===== src/rtl/stim_pkg.sv =====
// Shared types and defaults for the stimulus event player.
// Holds the playback state enum and the event-table entry layout.
package stim_pkg;

  localparam int DEF_NUM_INPUTS = 4;
  localparam int DEF_DATA_W     = 64;
  localparam int DEF_DEPTH      = 16;
  localparam int DEF_DLY_W      = 16;

  typedef enum logic [1:0] {
    IDLE = 2'd0,
    WAIT = 2'd1,
    DONE = 2'd2
  } state_t;

  typedef struct packed {
    logic [DEF_DLY_W-1:0]                 delay;
    logic [DEF_NUM_INPUTS-1:0]            mask;
    logic [DEF_NUM_INPUTS*DEF_DATA_W-1:0] data;
  } entry_t;

endpackage


===== src/rtl/stim_event_mem.sv =====
// Event table: register array with one write port and two
// asynchronous read ports (payload of current event, delay of next).
module stim_event_mem #(
  parameter int DEPTH = 16,
  parameter int DLY_W = 16,
  parameter int PAY_W = 260,
  parameter int IW    = 4
) (
  input  logic             clk,
  input  logic             we,
  input  logic [IW-1:0]    waddr,
  input  logic [DLY_W-1:0] wdelay,
  input  logic [PAY_W-1:0] wpay,
  input  logic [IW-1:0]    paddr,
  output logic [PAY_W-1:0] rpay,
  input  logic [IW-1:0]    daddr,
  output logic [DLY_W-1:0] rdelay
);

  logic [DLY_W-1:0] delay_q [DEPTH];
  logic [PAY_W-1:0] pay_q   [DEPTH];

  always_ff @(posedge clk) begin
    if (we) begin
      delay_q[waddr] <= wdelay;
      pay_q[waddr]   <= wpay;
    end
  end

  assign rpay   = pay_q[paddr];
  assign rdelay = delay_q[daddr];

endmodule


===== src/rtl/stim_event_player.sv =====
// Plays a loaded table of timed events onto monitor input channels,
// with per-channel strobes, optional looping and a global enable.
module stim_event_player
  import stim_pkg::*;
#(
  parameter int NUM_INPUTS = DEF_NUM_INPUTS,
  parameter int DATA_W     = DEF_DATA_W,
  parameter int DEPTH      = DEF_DEPTH,
  parameter int DLY_W      = DEF_DLY_W,
  localparam int IW        = (DEPTH > 1) ? $clog2(DEPTH) : 1
) (
  input  logic                         clk,
  input  logic                         rst,
  input  logic                         en,
  input  logic                         clear,
  input  logic                         ld_valid,
  output logic                         ld_ready,
  input  logic [DLY_W-1:0]             ld_delay,
  input  logic [NUM_INPUTS-1:0]        ld_mask,
  input  logic [NUM_INPUTS*DATA_W-1:0] ld_data,
  input  logic                         start,
  input  logic                         stop,
  input  logic                         loop,
  output logic [NUM_INPUTS*DATA_W-1:0] input_data,
  output logic [NUM_INPUTS-1:0]        new_input,
  output logic                         busy,
  output logic                         done,
  output logic [IW-1:0]                ev_idx
);

  localparam int CW    = $clog2(DEPTH + 1);
  localparam int DW    = NUM_INPUTS * DATA_W;
  localparam int PAY_W = NUM_INPUTS + DW;

  state_t           state;
  logic [CW-1:0]    count;
  logic [IW-1:0]    idx;
  logic [DLY_W-1:0] cnt;
  logic             loop_q;

  logic             we;
  logic             fire;
  logic             last;
  logic [IW-1:0]    nxt_addr;
  logic [DLY_W-1:0] nxt_delay;
  logic [PAY_W-1:0] cur_pay;
  logic [NUM_INPUTS-1:0] cur_mask;
  logic [DW-1:0]    cur_data;

  assign last = (CW'(idx) + CW'(1)) == count;

  // Delay port looks at entry 0 when (re)starting, else the next entry.
  assign nxt_addr = (state != WAIT || last) ? '0 : idx + IW'(1);

  assign ld_ready = (state != WAIT) && (count < CW'(DEPTH)) && !clear;
  assign we       = en && !rst && ld_valid && ld_ready;

  assign fire = en && !rst && !stop && (state == WAIT) && (cnt == '0);

  stim_event_mem #(
    .DEPTH (DEPTH),
    .DLY_W (DLY_W),
    .PAY_W (PAY_W),
    .IW    (IW)
  ) u_mem (
    .clk    (clk),
    .we     (we),
    .waddr  (count[IW-1:0]),
    .wdelay (ld_delay),
    .wpay   ({ld_mask, ld_data}),
    .paddr  (idx),
    .rpay   (cur_pay),
    .daddr  (nxt_addr),
    .rdelay (nxt_delay)
  );

  assign cur_mask = cur_pay[DW +: NUM_INPUTS];
  assign cur_data = cur_pay[0 +: DW];

  always_ff @(posedge clk) begin
    if (rst) begin
      state  <= IDLE;
      count  <= '0;
      idx    <= '0;
      cnt    <= '0;
      loop_q <= 1'b0;
    end else if (en) begin
      if (we) count <= count + CW'(1);
      unique case (state)
        IDLE, DONE: begin
          if (clear) begin
            count <= '0;
            state <= IDLE;
          end else if (start && !stop) begin
            idx <= '0;
            if (count != '0) begin
              state  <= WAIT;
              cnt    <= nxt_delay;
              loop_q <= loop;
            end else begin
              state <= DONE;
            end
          end
        end
        WAIT: begin
          if (stop) begin
            state <= IDLE;
          end else if (cnt != '0) begin
            cnt <= cnt - DLY_W'(1);
          end else if (last && !loop_q) begin
            state <= DONE;
          end else begin
            idx <= nxt_addr;
            cnt <= nxt_delay;
          end
        end
        default: state <= IDLE;
      endcase
    end
  end

  always_comb begin
    new_input  = fire ? cur_mask : '0;
    input_data = '0;
    for (int i = 0; i < NUM_INPUTS; i++) begin
      if (fire && cur_mask[i])
        input_data[i*DATA_W +: DATA_W] = cur_data[i*DATA_W +: DATA_W];
    end
  end

  assign busy   = (state == WAIT);
  assign done   = (state == DONE);
  assign ev_idx = idx;

endmodule

===== config.mk =====
export PLATFORM = sky130hd
export DESIGN_NAME = stim_event_player
export DESIGN_NICKNAME = d
export VERILOG_FILES = /design/src/rtl/stim_pkg.sv /design/src/rtl/stim_event_mem.sv /design/src/rtl/stim_event_player.sv
export SDC_FILE = /design/constraint.sdc
export NUM_CORES = 2
export LEC_CHECK = 0
export CAP_MARGIN = 20
export CORE_MARGIN = 10
export CORE_UTILIZATION = 59
export DETAILED_ROUTE_END_ITERATION = 12
export PLACE_DENSITY = 0.84
export SETUP_SLACK_MARGIN = 0.3
export SLEW_MARGIN = 25
export SYNTH_ARGS = -nofsm -noshare
export SYNTH_HDL_FRONTEND = slang
export SYNTH_MEMORY_MAX_BITS = 65536
export SYNTH_SLANG_ARGS = --single-unit

===== constraint.sdc =====
create_clock -name clk -period 32.2 [get_ports clk]
set_input_delay 4.83 -clock clk [delete_from_list [all_inputs] [get_ports clk]]
set_output_delay 4.83 -clock clk [all_outputs]
set_load 0.02 [all_outputs]

==> flow_metrics.tcl <==
set metrics [dict create \
    status "complete, no violations" \
    rrSetupSlack_ps 24920 \
    postRouteAntennaNets 0 \
    grt_antenna_before_repair 111 \
    synth-edff-count 4416 \
    cp_top_family "buffers and inverters" \
    grt_setup_unrepaired "false" \
    yosysUniqueCellTypes 76 \
    ios 551 \
    fmax_ghz 0.0758 \
    drc 0 \
    p_leak_nw 58.7 \
    grt_usage 0.290 \
    max-vdd-ir-drop_mv 0.0563 \
    hold_viol_final 0 \
    worst-path-buf-inv 5 \
    areaGrowthSynthToFinish_pct 14.2 \
    cts_hold_buf 0 \
    cts_tree "built" \
    die_width_um 556 \
    rr_startpoint "state[1]" \
    post_cts_buffers 0 \
    worstPathMaxFanout 102 \
    crit_path_end "input_data[243]" \
    htree_levels 5 \
    avgSynthCellArea_sq_um 24.4 \
    cp.arrival_ps 8360 \
    r2r_cells 11 \
    dr.first_iter.drc_count 14106 \
    max_slew_margin 0.196 \
    maxSlewViolCount 0 \
    ys.flop_type "edfxtp_1" \
    grt-ovfl-total 0 \
    grt_pass1_vias 86543 \
    syn-cell-area_sq_um 170000 \
    startpoint "rst" \
    cp.required_ps 27370 \
    vias 84887 \
    grt_max_degree 168 \
    numCtsBuffers 418 \
    synth_seq_cells 4448 \
    min_period_over_period 0.410 \
    maxCapViolations 0 \
    cts_root_buf "clkbuf_16" \
    cts_resized 0 \
    total_power_mw 11.5 \
    syn-num-nets 7252 \
    wirelength_um 456000 \
    grt_pass1_wl_um 647000 \
    fin_crit_ps 13190 \
    dr.pass1.iters 9 \
    cpPeakStageDelay_ps 760 \
    tns_ps 0 \
    crit_cells 8 \
    power.density_nw_per_um2 59.3 \
    avgViaCountPerCell 7.15 \
    fillers 15987 \
    yosys.cell_count.top_type "edfxtp_1" \
    core.rowCount 196 \
    synthArstFlopShare 0 \
    drive_gt1_frac 0.262 \
    synth.top_cells.by_count "4416 x edfxtp_1, 1305 x mux4_2, 267 x clkbuf_1, 261 x and3_1, 81 x buf_2" \
    slowest_stage "buf_4" \
    start_util 0.594 \
    worstSkewPairLatency_ps 970 \
    gp_congestion 0.833 \
    yosys.area.top_type "edfxtp_1" \
    synthTopCellsByArea "edfxtp_1 78%, mux4_2 17%, and3_1 0.96%" \
    worst_r2r_endpoint "u_mem.pay_q[2][83]" \
    post-dp-hpwl_um 218000 \
    dieArea_sq_um 309000 \
    port_buffers 550 \
    yosysSeqAreaShare 0.786 \
    cp_cell_sequence "clkdlybuf4s50_1 > buf_4 > nand2b_1 > nor4_4 > buf_4 > buf_4 > and3_1 > clkdlybuf4s50_1" \
    hp-class "reg2reg" \
    layout.nets 7976 \
    fp.coreArea_sq_um 285000 \
    netlist_instances 6961 \
    clock_sinks 4448 \
    skew_ps 70.3 \
    wl_per_cell_um 38.4 \
    max_slew.worst_pin.slew_ps 1200 \
    cts_buffer_depth 4 \
    ys_warn_count 0 \
    setup_violations 0 \
    end_kind "output port" \
    start_kind "input port" \
    crit_top_cell "buf_4" \
    path_clk_slew_ps 60 \
    chipHeight_um 556 \
    synth_top_area_frac 0.782 \
    timing_worst_setup_path_type "in2out" \
]
routing by layer:
layer	up-vias	routed length, um	track usage
li1	31745	-	-
met1	44526	154000	0.381
met2	7392	228000	0.470
met3	1154	52900	0.0697
met4	70	20700	0.124
met5	-	472	0
final cells by class:
| cell class | count | area, sq um | share of cell area |
|---|---|---|---|
| Antenna cell | 78 | 195 | 0.00101 |
| Clock buffer | 497 | 10800 | 0.0558 |
| Clock inverter | 270 | 2780 | 0.0144 |
| Inverter | 21 | 78.8 | 0.000407 |
| Multi-Input combinational cell | 2093 | 34700 | 0.179 |
| Sequential cell | 4448 | 133000 | 0.688 |
| Tap cell | 3762 | 4710 | 0.0243 |
| Timing Repair Buffer | 703 | 7070 | 0.0365 |
registers in the layout, indices dropped and copies added (netlist names), named ones only:
name / cells
u_mem.pay_q: 4160
cnt: 16
count: 5
ev_idx: 4
u_mem.delay_q: 256
loop_q: 1
state: 2
logic make-up after synthesis:
kind of cell               synth area share
AOI/OAI and AO/OA                   0.00967
xor gates and xnor gates            0.00102
adders and majority gates          0.000517
buffers and inverters                0.0100
DFF                                   0.786
muxes                                 0.177
and+or+nand+nor                      0.0160
layout by cell type, fill, tap and decap left out, types with 12 or more instances in the layout:
master	synthesis	routed
o21ai_0	41	41
nand3_1	25	25
clkdlybuf4s50_1	0	550
and3_1	261	261
diode_2	0	78
nor2_1	54	42
clkinv_1	0	91
bufinv_16	0	40
inv_1	21	21
a211oi_1	12	12
a221oi_1	18	18
dfxtp_1	32	27
buf_4	3	116
clkbuf_16	0	419
a21oi_1	33	33
clkinv_16	0	14
nand2_1	67	67
clkbuf_1	267	76
nor3_1	29	24
clkinvlp_4	0	14
nor2_4	0	12
clkinv_2	0	91
buf_12	0	20
edfxtp_1	4416	4416
mux4_2	1305	1304
a31oi_1	15	15
mux2i_1	46	46
power by group:
part           total, mW  internal, mW  switching (mW)
Sequential          6.37          6.37         0.00319
Clock               4.95          2.74            2.22
Combinational      0.146        0.0448           0.101
tightest hold or removal path, cell delays in order, from the launching register on:
cell and delay (ps):
dfxtp_1 330, nand2_1 70, o21ai_1 60
how the worst min path moves through the flow:
stage,start,to,cells past startpoint,slack [ps]
3_3_place_gp,cnt[15],cnt[15],2,460
4_1_cts,cnt[15],cnt[15],2,490
6_report,cnt[15],cnt[15],2,500
5_1_grt,cnt[15],cnt[15],2,530
2_1_floorplan,cnt[15],cnt[15],2,450
3_5_place_dp,cnt[15],cnt[15],2,490
through the flow:
stage               worst slack (ps)  cells  hold WS (ps)  utilization  instance area [sq um]
floorplan                       6330   6961           451            -                 170000
global placement               19460  11020           464        0.629                 180000
detailed placement             19160  11023           487        0.629                 180000
CTS                            19090  11790           495        0.677                 193000
global route                   18920  11847           534        0.678                 194000
finish                         19010  11872           504        0.678                 194000
No activity file was read; power rests on OpenSTA's default activity.
